[src/rtl/video_timing_gen.sv]
// Single-clock video timing generator: h/v counters, sync/de decode with a DELAY-stage
// output pipe, frame counter and start-of-frame strobe. VTG_PATTERN_EN adds colour-bar outputs.
module video_timing_gen #(
    parameter int H_ACTIVE = 480,
    parameter int H_FP     = 2,
    parameter int H_SYNC   = 41,
    parameter int H_BP     = 2,
    parameter int V_ACTIVE = 272,
    parameter int V_FP     = 2,
    parameter int V_SYNC   = 10,
    parameter int V_BP     = 2,
    parameter bit HS_POL   = 1'b0,
    parameter bit VS_POL   = 1'b0,
    parameter int DELAY    = 2,
    parameter int CW       = 11,
    parameter int FW       = 16
) (
    input  logic          i_clk,
    input  logic          i_rst_n,
    input  logic          i_en,
    output logic [CW-1:0] o_x,
    output logic [CW-1:0] o_y,
    output logic          o_active,
    output logic          o_hsync,
    output logic          o_vsync,
    output logic          o_de,
    output logic          o_sof,
    output logic [FW-1:0] o_frame
`ifdef VTG_PATTERN_EN
    ,
    output logic [4:0]    o_r,
    output logic [5:0]    o_g,
    output logic [4:0]    o_b
`endif
);

    localparam int H_TOTAL = H_ACTIVE + H_FP + H_SYNC + H_BP;
    localparam int V_TOTAL = V_ACTIVE + V_FP + V_SYNC + V_BP;
    localparam logic [CW-1:0] H_LAST  = CW'(H_TOTAL - 1);
    localparam logic [CW-1:0] V_LAST  = CW'(V_TOTAL - 1);
    localparam logic [CW-1:0] HS_BEG  = CW'(H_ACTIVE + H_FP);
    localparam logic [CW-1:0] HS_END  = CW'(H_ACTIVE + H_FP + H_SYNC);
    localparam logic [CW-1:0] VS_BEG  = CW'(V_ACTIVE + V_FP);
    localparam logic [CW-1:0] VS_END  = CW'(V_ACTIVE + V_FP + V_SYNC);
    localparam logic [CW-1:0] H_ACT_C = CW'(H_ACTIVE);
    localparam logic [CW-1:0] V_ACT_C = CW'(V_ACTIVE);

    if (DELAY > 8) begin : g_err_delay
        $error("video_timing_gen: DELAY must be 0..8");
    end
    if ((H_TOTAL - 1) >= (1 << CW) || (V_TOTAL - 1) >= (1 << CW)) begin : g_err_cw
        $error("video_timing_gen: CW too small for H_TOTAL-1 / V_TOTAL-1");
    end
    if (H_SYNC == 0 || V_SYNC == 0 || H_ACTIVE == 0 || V_ACTIVE == 0) begin : g_err_zero
        $error("video_timing_gen: H_SYNC/V_SYNC/H_ACTIVE/V_ACTIVE must be non-zero");
    end

    logic [CW-1:0] r_h;
    logic [CW-1:0] r_v;
    logic [FW-1:0] r_frame;
    logic          w_h_wrap;
    logic          w_v_wrap;
    logic          w_run;

    assign w_h_wrap = (r_h == H_LAST);
    assign w_v_wrap = (r_v == V_LAST);

    always_ff @(posedge i_clk or negedge i_rst_n) begin
        if (!i_rst_n) begin
            r_h     <= '0;
            r_v     <= '0;
            r_frame <= '0;
        end else if (!i_en) begin
            r_h <= '0;
            r_v <= '0;
        end else begin
            r_h <= w_h_wrap ? '0 : r_h + 1'b1;
            if (w_h_wrap) begin
                r_v <= w_v_wrap ? '0 : r_v + 1'b1;
                if (w_v_wrap) r_frame <= r_frame + 1'b1;
            end
        end
    end

    // Timed signals read inactive while held or in reset, so the strobe stays a single clock.
    assign w_run = i_en & i_rst_n;

    logic w_hs_t, w_vs_t, w_de_t;
    assign w_hs_t = w_run & (r_h >= HS_BEG) & (r_h < HS_END);
    assign w_vs_t = w_run & (r_v >= VS_BEG) & (r_v < VS_END);
    assign w_de_t = w_run & (r_h < H_ACT_C) & (r_v < V_ACT_C);

    assign o_x      = r_h;
    assign o_y      = r_v;
    assign o_active = w_de_t;
    assign o_sof    = w_run & (r_h == '0) & (r_v == '0);
    assign o_frame  = r_frame;

`ifdef VTG_PATTERN_EN
    localparam int BAR_W = (H_ACTIVE / 8 > 0) ? H_ACTIVE / 8 : 1;
    localparam int PW    = 19;

    logic [CW-1:0] w_bar_q;
    logic [2:0]    w_bar;
    logic [15:0]   w_rgb_t;

    assign w_bar_q = r_h / CW'(BAR_W);
    assign w_bar   = (w_bar_q > CW'(7)) ? 3'd7 : w_bar_q[2:0];
    // Bar order white..black maps to: R when bar[1]=0, G when bar[2]=0, B when bar[0]=0.
    assign w_rgb_t = {{5{~w_bar[1]}}, {6{~w_bar[2]}}, {5{~w_bar[0]}}};
`else
    localparam int PW = 3;
`endif

    logic [PW-1:0] w_pipe_in;
    logic [PW-1:0] w_pipe_out;

`ifdef VTG_PATTERN_EN
    assign w_pipe_in = {w_rgb_t, w_de_t, w_vs_t, w_hs_t};
`else
    assign w_pipe_in = {w_de_t, w_vs_t, w_hs_t};
`endif

    if (DELAY == 0) begin : g_nodly
        assign w_pipe_out = w_pipe_in;
    end else begin : g_dly
        logic [DELAY-1:0][PW-1:0] r_vld_pipe;

        always_ff @(posedge i_clk or negedge i_rst_n) begin
            if (!i_rst_n) begin
                r_vld_pipe <= '0;
            end else begin
                r_vld_pipe[0] <= w_pipe_in;
                for (int i = 1; i < DELAY; i++) r_vld_pipe[i] <= r_vld_pipe[i-1];
            end
        end

        assign w_pipe_out = r_vld_pipe[DELAY-1];
    end

    assign o_hsync = HS_POL ? w_pipe_out[0] : ~w_pipe_out[0];
    assign o_vsync = VS_POL ? w_pipe_out[1] : ~w_pipe_out[1];
    assign o_de    = w_pipe_out[2];

`ifdef VTG_PATTERN_EN
    assign o_r = w_pipe_out[2] ? w_pipe_out[18:14] : 5'd0;
    assign o_g = w_pipe_out[2] ? w_pipe_out[13:8]  : 6'd0;
    assign o_b = w_pipe_out[2] ? w_pipe_out[7:3]   : 5'd0;
`endif

endmodule

[config.mk]
export PLATFORM = sky130hd
export DESIGN_NAME = video_timing_gen
export DESIGN_NICKNAME = d
export VERILOG_FILES = /design/src/rtl/video_timing_gen.sv
export SDC_FILE = /design/constraint.sdc
export NUM_CORES = 1
export LEC_CHECK = 0
export CORE_MARGIN = 2
export CORE_UTILIZATION = 50
export CTS_CLUSTER_DIAMETER = 40
export DETAILED_ROUTE_END_ITERATION = 10
export PLACE_DENSITY = 0.78
export SLEW_MARGIN = 30
export SYNTH_ARGS = -nofsm -noshare
export SYNTH_HDL_FRONTEND = slang
export SYNTH_SLANG_ARGS = --single-unit
[constraint.sdc]
create_clock -name i_clk -period 2.2 [get_ports i_clk]
set_input_delay 0.44 -clock i_clk [delete_from_list [all_inputs] [get_ports i_clk]]
set_output_delay 0.44 -clock i_clk [all_outputs]
set_load 0.02 [all_outputs]
==> Yosys cells after proc, flatten, opt, wreduce, memory -nomap -nowiden <==
Cells that the tools add are included.
{ "op_classes": {"n_mux": 5, "n_addsub": 3, "n_reduce_logical": 3, "eq_ne": 3, "n_lt_le_gt_ge": 6, "bitwise_logic": 11} }
{ "op_table": {"columns": ["cell", "n"], "rows": [
  ["$mux W11", 5],
  ["$lt A11 B9 Y1 const B", 3],
  ["$add A11 B1 Y11 const B", 2],
  ["$ge A11 B9 Y1 const B", 2],
  ["$logic_not A11 Y1", 2],
  ["$add A16 B1 Y16 const B", 1],
  ["$eq A11 B10 Y1 const B", 1],
  ["$eq A11 B9 Y1 const B", 1],
  ["$lt A11 B10 Y1 const B", 1],
  ["$and A1 B1 Y1", 9],
  ["$reduce_and A3 Y1", 1],
  ["$ne A2 B1 Y1 const B", 1],
  ["$not A1 Y1", 2]
]} }
{ "word_totals": {"output_inout_bits": 43, "register_bits": 44} }

==> Depth between registers and ports, before layout <==
Gate-level depths: netlist (run 1).
{ "depth": {"depth_word": 4, "mapped_depth": 7, "ltp_nobuf": 6} }

==> Worst setup path after synthesis (run 1) <==
OpenSTA, ideal clock, no wires.
{ "synth_path": {"path_type": "register to output", "from": "register r_h[0] (netlist: o_x[0])", "to": "output o_sof", "slack_ps": -215, "arrival_ps": 1975, "stages_incl_launch_ff": 6, "n_path_buf": 0, "cell_sequence": "dfrtp_1 > inv_1 > ha_1 > nor2b_1 > nand2_1 > nor4_1"} }
{ "synth_between": {"elab_chain_cells": 3} }
{ "synth_lines": {"columns": ["item", "line_no", "text"], "rows": [
  ["from (decl)", "58", "logic [CW-1:0] r_h;"],
  ["from (signal assigned)", "77", "r_h <= w_h_wrap ? '0 : r_h + 1'b1;"],
  ["$logic_not A11 Y1", "96", "assign o_sof = w_run & (r_h == '0) & (r_v == '0);"],
  ["$and A1 B1 Y1 (2 in a row)", "96", null],
  ["to (decl)", "27", "output logic o_sof,"]
]} }
No other way between the ends.

==> Final worst setup path (run 1) <==
Ends and elaborated chain as after synthesis.

==> results of run 1 <==
[layout make-up]
type                    instances  area [sq um]  share of cell area
clock buffers                   6          72.6              0.0232
clock inverters                 1          5.00             0.00160
inverters                      12          45.0              0.0144
multi-input cells             169          1170               0.373
flip-flops and latches         44          1100               0.351
well taps                      52          65.1              0.0208
repair buffers                 77           676               0.216
[cells in the final DEF (no fill, tap or decap), types with 4 or more instances in the layout]
cell	instances
sky130_fd_sc_hd__clkbuf_8	5
sky130_fd_sc_hd__and4_1	4
sky130_fd_sc_hd__nor3_1	9
sky130_fd_sc_hd__inv_1	12
sky130_fd_sc_hd__ha_1	8
sky130_fd_sc_hd__nand4_1	10
sky130_fd_sc_hd__o21ai_0	4
sky130_fd_sc_hd__xor2_1	18
sky130_fd_sc_hd__a31oi_1	10
sky130_fd_sc_hd__nand3_1	15
sky130_fd_sc_hd__dfrtp_1	44
sky130_fd_sc_hd__nand2_1	21
sky130_fd_sc_hd__nor2_1	18
sky130_fd_sc_hd__buf_4	32
sky130_fd_sc_hd__xnor2_1	8
sky130_fd_sc_hd__nor4_1	13
sky130_fd_sc_hd__clkdlybuf4s50_1	42
[through the flow]
stage	util	setup WS, ns
after global routing	0.705	0.0223
after detailed placement	0.688	-0.370
final	0.705	0.116
after CTS	0.706	0.0000893
after global placement	0.688	-0.333
after floorplan	-	0.0217
[how the worst min path moves through the flow]
stage,from,endpoint,cells past startpoint
2_1_floorplan,i_rst_n,g_dly.r_vld_pipe[0]$_DFF_PN0_,0
6_report,i_rst_n,o_frame[15]$_DFFE_PN0P_,2
3_5_place_dp,g_dly.r_vld_pipe[2]$_DFF_PN0_,w_pipe_out[2]$_DFF_PN0_,0
3_3_place_gp,g_dly.r_vld_pipe[1]$_DFF_PN0_,w_pipe_out[1]$_DFF_PN0_,0
4_1_cts,i_rst_n,o_frame[13]$_DFFE_PN0P_,2
5_1_grt,i_rst_n,o_y[6]$_DFFE_PN0P_,2
[power by group]
group | switching, mW | internal [mW] | leakage (nW)
Sequential | 0.00236 | 0.814 | 0.605
Combinational | 0.0681 | 0.0412 | 0.755
Clock | 0.255 | 0.216 | 0.0410
[flip-flops by register name, summed over array words and instances, names as in the netlist]
signal / flops
g_dly.r_vld_pipe: 3
w_pipe_out: 3
o_y: 11
o_frame: 16
o_x: 11
[per-layer routing]
layer | vias up | share of wire | track usage
met2 | 61 | 0.49 | 0.357
met4 | 0 | 0.010 | 0.0802
li1 | 992 | - | -
met5 | - | 0 | 0
met1 | 1014 | 0.46 | 0.314
met3 | 6 | 0.037 | 0.0403
[cell families (layout without fill, tap and decap cells)]
group / count (synthesis) / count (layout) / share of synthesized area
muxes: 1 / 1 / 0.00479
adders and majority gates: 8 / 8 / 0.0426
xor gates and xnor gates: 26 / 26 / 0.0969
buffers and inverters: 22 / 96 / 0.0442
DFF: 44 / 44 / 0.469
AOI/OAI and AO/OA: 21 / 21 / 0.0580
and+or+nand+nor: 113 / 113 / 0.285
[worst register-to-register path, stage by stage, from the launching register on]
cell	delay, ns
sky130_fd_sc_hd__dfrtp_1	0.39
sky130_fd_sc_hd__buf_4	0.16
sky130_fd_sc_hd__and4bb_2	0.31
sky130_fd_sc_hd__nand3_2	0.31
sky130_fd_sc_hd__nor2_1	0.29
sky130_fd_sc_hd__mux2_2	0.35
[what timing repair did]
action                                  4_1_cts  5_1_grt
hold buffers                                  0        0
endpoints found under the setup margin        2        2
hold endpoints to repair                      0        0
gates resized for setup                       9        2
==> impl_results.rst, run 1 <==
.. list-table::
   :header-rows: 1

   * - Metric
     - Value
   * - Die height
     - 72.6 um
   * - Maximum buffer depth of the clock tree
     - 2
   * - Total stage count of the critical path
     - 6
   * - Source-to-sink clock delay at the later pin of the worst-skew pair
     - 0.29 ns
   * - Placed Instances
     - 354
   * - Number of ports placed on the die boundary
     - 46
   * - Overall Global Routing Usage
     - 0.226
   * - Endpoint kind of the worst setup timing path
     - output port
   * - CTS Buf Count
     - 5
   * - Worst stage delay on the critical path
     - 0.38 ns
   * - Number of fill cells in the layout
     - 372
   * - Antenna Cells
     - 0
   * - Final standard cell area without fillers
     - 3130 sq um
   * - Number of nets with antenna violations after routing
     - 0
   * - FF+latch count, synth
     - 44
   * - Cell type contributing the most total cell area after synthesis
     - sky130_fd_sc_hd__dfrtp_1
   * - Final cell count without fillers
     - 361
   * - Cell count after synthesis
     - 235
   * - Share of the clock period used by the worst path after layout
     - 0.947
   * - Most used standard cell by instance count after synthesis
     - sky130_fd_sc_hd__dfrtp_1
   * - Number of design-rule violations left by the first detailed-router iteration
     - 155
   * - Residual overflow from global routing
     - 0
   * - Startpoint of the worst-slack reg-to-reg timing path
     - o_y[9]$_DFFE_PN0P_
   * - Count of warnings emitted by yosys
     - 0
   * - Setup repair after global routing missed its margin
     - no
   * - Fraction of layout cells with a size suffix above 1
     - 0.172
   * - Post-detail-place hpwl
     - 3.94 mm
   * - Max-slew headroom at the worst pin
     - 0.639
   * - CTS H-tree lvls
     - 2
   * - Nets
     - 320
   * - Slew @ Worst Pin
     - 0.541 ns
   * - Layout area overhead
     - 33.4%
   * - Weighted congestion reported at the end of routability-driven placement
     - 0.823
   * - Vias after detailed routing
     - 2,073
   * - Critical path launch point
     - o_x[0]$_DFF_PN0_
   * - Sequential fraction of the synthesis area
     - 0.469
   * - Reg2reg end
     - o_frame[1]$_DFFE_PN0P_
   * - Worst Hold Class
     - in -> async
   * - Buffers and inverters on the worst path
     - 2
   * - Final setup viols
     - 0
   * - Maximum number of pins on one net before global-route repair
     - 45
   * - Final-layout worst hold slack
     - 0.286 ns
   * - Unique masters post-synth
     - 42
   * - Via density per instance
     - 5.74
   * - Sum of negative setup slack
     - 0 ns
   * - End of the critical path
     - o_sof
   * - Type of element launching the critical path
     - register
   * - Worst IR Drop VDD
     - 0.259 mV
   * - Outcome
     - completed
   * - Sinks on Clock Net
     - 44
   * - Synth Area per Inst
     - 10.0 sq um
   * - Final number of hold-violating endpoints
     - 0
   * - TritonRoute pass-1 iters
     - 4
   * - Clock period minus worst slack
     - 2.08 ns
   * - Dominant register cell in the synthesized netlist
     - sky130_fd_sc_hd__dfrtp_1
   * - Per-cell routed wire length
     - 15.2 um
   * - Worst EP required
     - 1.76 ns
   * - First-pass GRT wire length
     - 9.34 mm
   * - Classification of the worst setup path
     - reg -> out
   * - IO Port Bufs
     - 45
   * - Post-Syn Nets
     - 246
   * - CTS tree
     - yes
   * - Critical Path AT
     - 1.64 ns
   * - Placeable Area
     - 4440 sq um
   * - Final Skew
     - 0.00543 ns
   * - Yosys top cell area share
     - 0.469
   * - Area of the mapped netlist
     - 2350 sq um
   * - DIE AREA
     - 5260 sq um
   * - Number of buffers inserted to repair setup after CTS
     - 0
   * - Number of max-slew violations in the final report
     - 0
   * - Slowest cell on crit path
     - sky130_fd_sc_hd__dfrtp_1
   * - Max FO, Critical Path
     - 2
   * - Fraction of registers with async set/reset
     - 1.00
   * - Placement-stage cell area
     - 3060 sq um
   * - Pwr Density
     - 446 nW/um^2
   * - DRC violations left
     - 0
   * - Initial Util
     - 0.529
   * - Cell depth of the worst flop-to-flop path
     - 5
   * - Leak
     - 1.40 nW
   * - Total detailed-routing wirelength
     - 5.50 mm
   * - Cells along the critical path
     - inv_1 > ha_1 > nor2b_1 > nand2_1 > nor4_4 > buf_2
   * - Maxcap violations
     - 0
   * - Site Rows
     - 24
   * - Top cell family by delay on the critical path
     - simple AND/OR/NAND/NOR gates
   * - Commonest cells in the netlist
     - sky130_fd_sc_hd__dfrtp_1 (44), sky130_fd_sc_hd__nand2_1 (21), sky130_fd_sc_hd__nor2_1 (18), sky130_fd_sc_hd__xor2_1 (18), sky130_fd_sc_hd__nand3_1 (15)
   * - EDFF count, synth
     - 0
   * - Total design power
     - 1.40 mW
   * - Achievable Freq
     - 480 MHz
   * - Number of global-route vias before repair
     - 1,967
   * - Horiz. Die Dim
     - 72.6 um
   * - Register-to-register setup slack
     - 0.28 ns
   * - Clk pin slew, worst setup/hold paths
     - 0.08 ns
   * - Clock root buffer master
     - sky130_fd_sc_hd__clkbuf_8
   * - Largest cells by area after synthesis
     - sky130_fd_sc_hd__dfrtp_1 (47%), sky130_fd_sc_hd__xor2_1 (6.7%), sky130_fd_sc_hd__ha_1 (4.3%)
   * - Initial antenna violation count
     - 0
Power figures use the tool's default switching activity.
==> inputs of run 2 (changes only) <==
--- a/config.mk
+++ b/config.mk
@@ -5,10 +5,12 @@
 export SDC_FILE = /design/constraint.sdc
 export NUM_CORES = 1
 export LEC_CHECK = 0
+export CAP_MARGIN = 40
 export CORE_MARGIN = 2
 export CORE_UTILIZATION = 50
 export CTS_CLUSTER_DIAMETER = 40
 export DETAILED_ROUTE_END_ITERATION = 10
+export GPL_TIMING_DRIVEN = 0
 export PLACE_DENSITY = 0.78
 export SLEW_MARGIN = 30
 export SYNTH_ARGS = -nofsm -noshare
==> impl_results.rst, run 2 (same netlist as run 1, synthesis figures left out) <==
.. list-table::
   :header-rows: 1

   * - Metric
     - Value
   * - DIE AREA
     - 5260 sq um (unchanged)
   * - Classification of the worst setup path
     - reg -> out
   * - Max FO, Critical Path
     - 6 (+4)
   * - CTS tree
     - yes
   * - Nets
     - 307 (-4.1%)
   * - Clk pin slew, worst setup/hold paths
     - 0.08 ns (about the same)
   * - Total design power
     - 1.46 mW (+4.4%)
   * - Commonest cells after routing, fill and taps aside
     - sky130_fd_sc_hd__clkdlybuf4s50_1 (41), sky130_fd_sc_hd__dfrtp_1 (39), sky130_fd_sc_hd__nand2_1 (21)
   * - Post-detail-place hpwl
     - 3.56 mm (-9.7%)
   * - Vias after detailed routing
     - 2,000 (-3.5%)
   * - Outcome
     - completed
   * - First-pass GRT wire length
     - 9.08 mm (-2.7%)
   * - Placeable Area
     - 4440 sq um (unchanged)
   * - Weighted congestion reported at the end of routability-driven placement
     - 0.803 (-2.4%)
   * - Die height
     - 72.6 um (unchanged)
   * - Leak
     - 1.34 nW (-4.6%)
   * - Pwr Density
     - 471 nW/um^2 (+5.6%)
   * - Maximum number of pins on one net before global-route repair
     - 46 (+2.2%)
   * - Slew @ Worst Pin
     - 0.495 ns (-0.0463 ns)
   * - Initial Util
     - 0.529 (unchanged)
   * - Final number of hold-violating endpoints
     - 0 (unchanged)
   * - Number of max-slew violations in the final report
     - 0 (unchanged)
   * - Maximum buffer depth of the clock tree
     - 2 (unchanged)
   * - Fraction of layout cells with a size suffix above 1
     - 0.158 (-0.0133)
   * - Worst Hold Class
     - in -> async
   * - CTS H-tree lvls
     - 2 (unchanged)
   * - Sinks on Clock Net
     - 44 (unchanged)
   * - Source-to-sink clock delay at the later pin of the worst-skew pair
     - 0.30 ns (about the same)
   * - Clock period minus worst slack
     - 2.10 ns (+0.0191 ns)
   * - Endpoint kind of the worst setup timing path
     - output port
   * - Clock root buffer master
     - sky130_fd_sc_hd__clkbuf_8
   * - Antenna Cells
     - 0 (unchanged)
   * - Max-slew headroom at the worst pin
     - 0.669 (+0.0293)
   * - Number of global-route vias before repair
     - 1,962 (-0.25%)
   * - Final Skew
     - 0.00551 ns (+0.0000830 ns)
   * - Setup repair after global routing missed its margin
     - yes
   * - Worst EP required
     - 1.76 ns (about the same)
   * - Type of element launching the critical path
     - register
   * - Achievable Freq
     - 476 MHz (-0.91%)
   * - Final cell count without fillers
     - 349 (-3.3%)
   * - DRC violations left
     - 0 (unchanged)
   * - Number of nets with antenna violations after routing
     - 0 (unchanged)
   * - Final setup viols
     - 0 (unchanged)
   * - Number of design-rule violations left by the first detailed-router iteration
     - 119 (-23%)
   * - Max FFs per register
     - 16 (unchanged)
   * - Per-cell routed wire length
     - 15.3 um (+0.54%)
   * - Horiz. Die Dim
     - 72.6 um (unchanged)
   * - Initial antenna violation count
     - 0 (unchanged)
   * - Placed Instances
     - 332 (-6.2%)
   * - Via density per instance
     - 5.73 (-0.20%)
   * - Most common cell after layout, fill and taps aside
     - sky130_fd_sc_hd__clkdlybuf4s50_1
   * - Number of ports placed on the die boundary
     - 46 (unchanged)
   * - Share of the clock period used by the worst path after layout
     - 0.956 (+0.00867)
   * - Layout area overhead
     - 31.9%
   * - Residual overflow from global routing
     - 0 (unchanged)
   * - CTS Buf Count
     - 5 (unchanged)
   * - Site Rows
     - 24 (unchanged)
   * - Overall Global Routing Usage
     - 0.218 (-0.00846)
   * - Worst IR Drop VDD
     - 0.361 mV (+40%)
   * - IO Port Bufs
     - 45 (unchanged)
   * - Total detailed-routing wirelength
     - 5.35 mm (-2.8%)
   * - Maxcap violations
     - 0 (unchanged)
   * - TritonRoute pass-1 iters
     - 4 (unchanged)
   * - Critical Path AT
     - 1.66 ns (+0.02 ns)
==> run 2: cell types whose count changed in the layout (fill, tap and decap cells not counted), sizes merged <==
cell,before,now
clkinv,1,0
clkdlybuf4s50,42,41
buf,35,19
clkbuf,6,11
dlygate4sd3,0,1
==> run 2: power by group <==
part           internal [mW]  switching, mW
Clock                  0.256          0.266
Combinational         0.0483         0.0680
Sequential             0.815        0.00479
Total                   1.12          0.339
==> run 2: final timing paths <==
path | start | endpoint | slack, ns | depth (start not counted)
setup / recovery | o_x[7]$_DFF_PN0_ | o_sof | 0.1 | 4
hold / removal | i_rst_n | o_y[7]$_DFFE_PN0P_ | 0.07 | 2
setup reg to reg | o_y[1]$_DFFE_PN0P_ | o_frame[8]$_DFFE_PN0P_ | 0.15 | 7
hold reg to reg | g_dly.r_vld_pipe[0]$_DFF_PN0_ | w_pipe_out[0]$_DFF_PN0_ | 0.36 | 0
max in group asynchronous | i_rst_n | o_y[6]$_DFFE_PN0P_ | 1.31 | 2
min in group i_clk | g_dly.r_vld_pipe[0]$_DFF_PN0_ | w_pipe_out[0]$_DFF_PN0_ | 0.36 | 0
==> run 2: area by class of cell <==
type	count	area (sq um)
fill	363	1350
multi-input combinational	169	1200
sequential	44	1110
timing repair buffer	54	531
clock buffer	8	90.1
tap	52	65.1
buffer	10	58.8
inverter	12	45.0
==> run 2: worst max-delay path: stages, from the launching register on <==
cell and delay [ns]:
sky130_fd_sc_hd__dfrtp_2 0.46, sky130_fd_sc_hd__nor4_4 0.31, sky130_fd_sc_hd__nand2_1 0.13, sky130_fd_sc_hd__nor4_4 0.28, sky130_fd_sc_hd__buf_4 0.19
==> run 2: through the flow <==
step                      TNS [ns]  setup WS [ns]  hold WS, ns  utilization  area, sq um
after detailed placement     -1.37         -0.727        0.346        0.648         2880
after CTS                        0        0.00654       0.0283        0.677         3010
after global placement      -30.83          -2.17        0.333        0.648         2880
final                            0         0.0974       0.0662        0.697         3100
after floorplan                  0         0.0217        0.144            -         2360
after global routing      -0.00504       -0.00504       0.0737        0.697         3100
==> run 2: what timing repair did <==
| item | in CTS | in global routing |
|---|---|---|
| hold endpoints to repair | 0 | 7 |
| hold buffers | 0 | 2 |
| endpoints found under the setup margin | 2 | 4 |
| gates resized for setup | 17 | 12 |
| pin swaps | 1 | 1 |
| setup buffers | 2 | 5 |
==> run 2: layer usage <==
metal  global-route usage  wire length (um)
met5                    0                 0
met4               0.0761               110
met1                0.286              2370
met3               0.0431               308
met2                0.359              2560
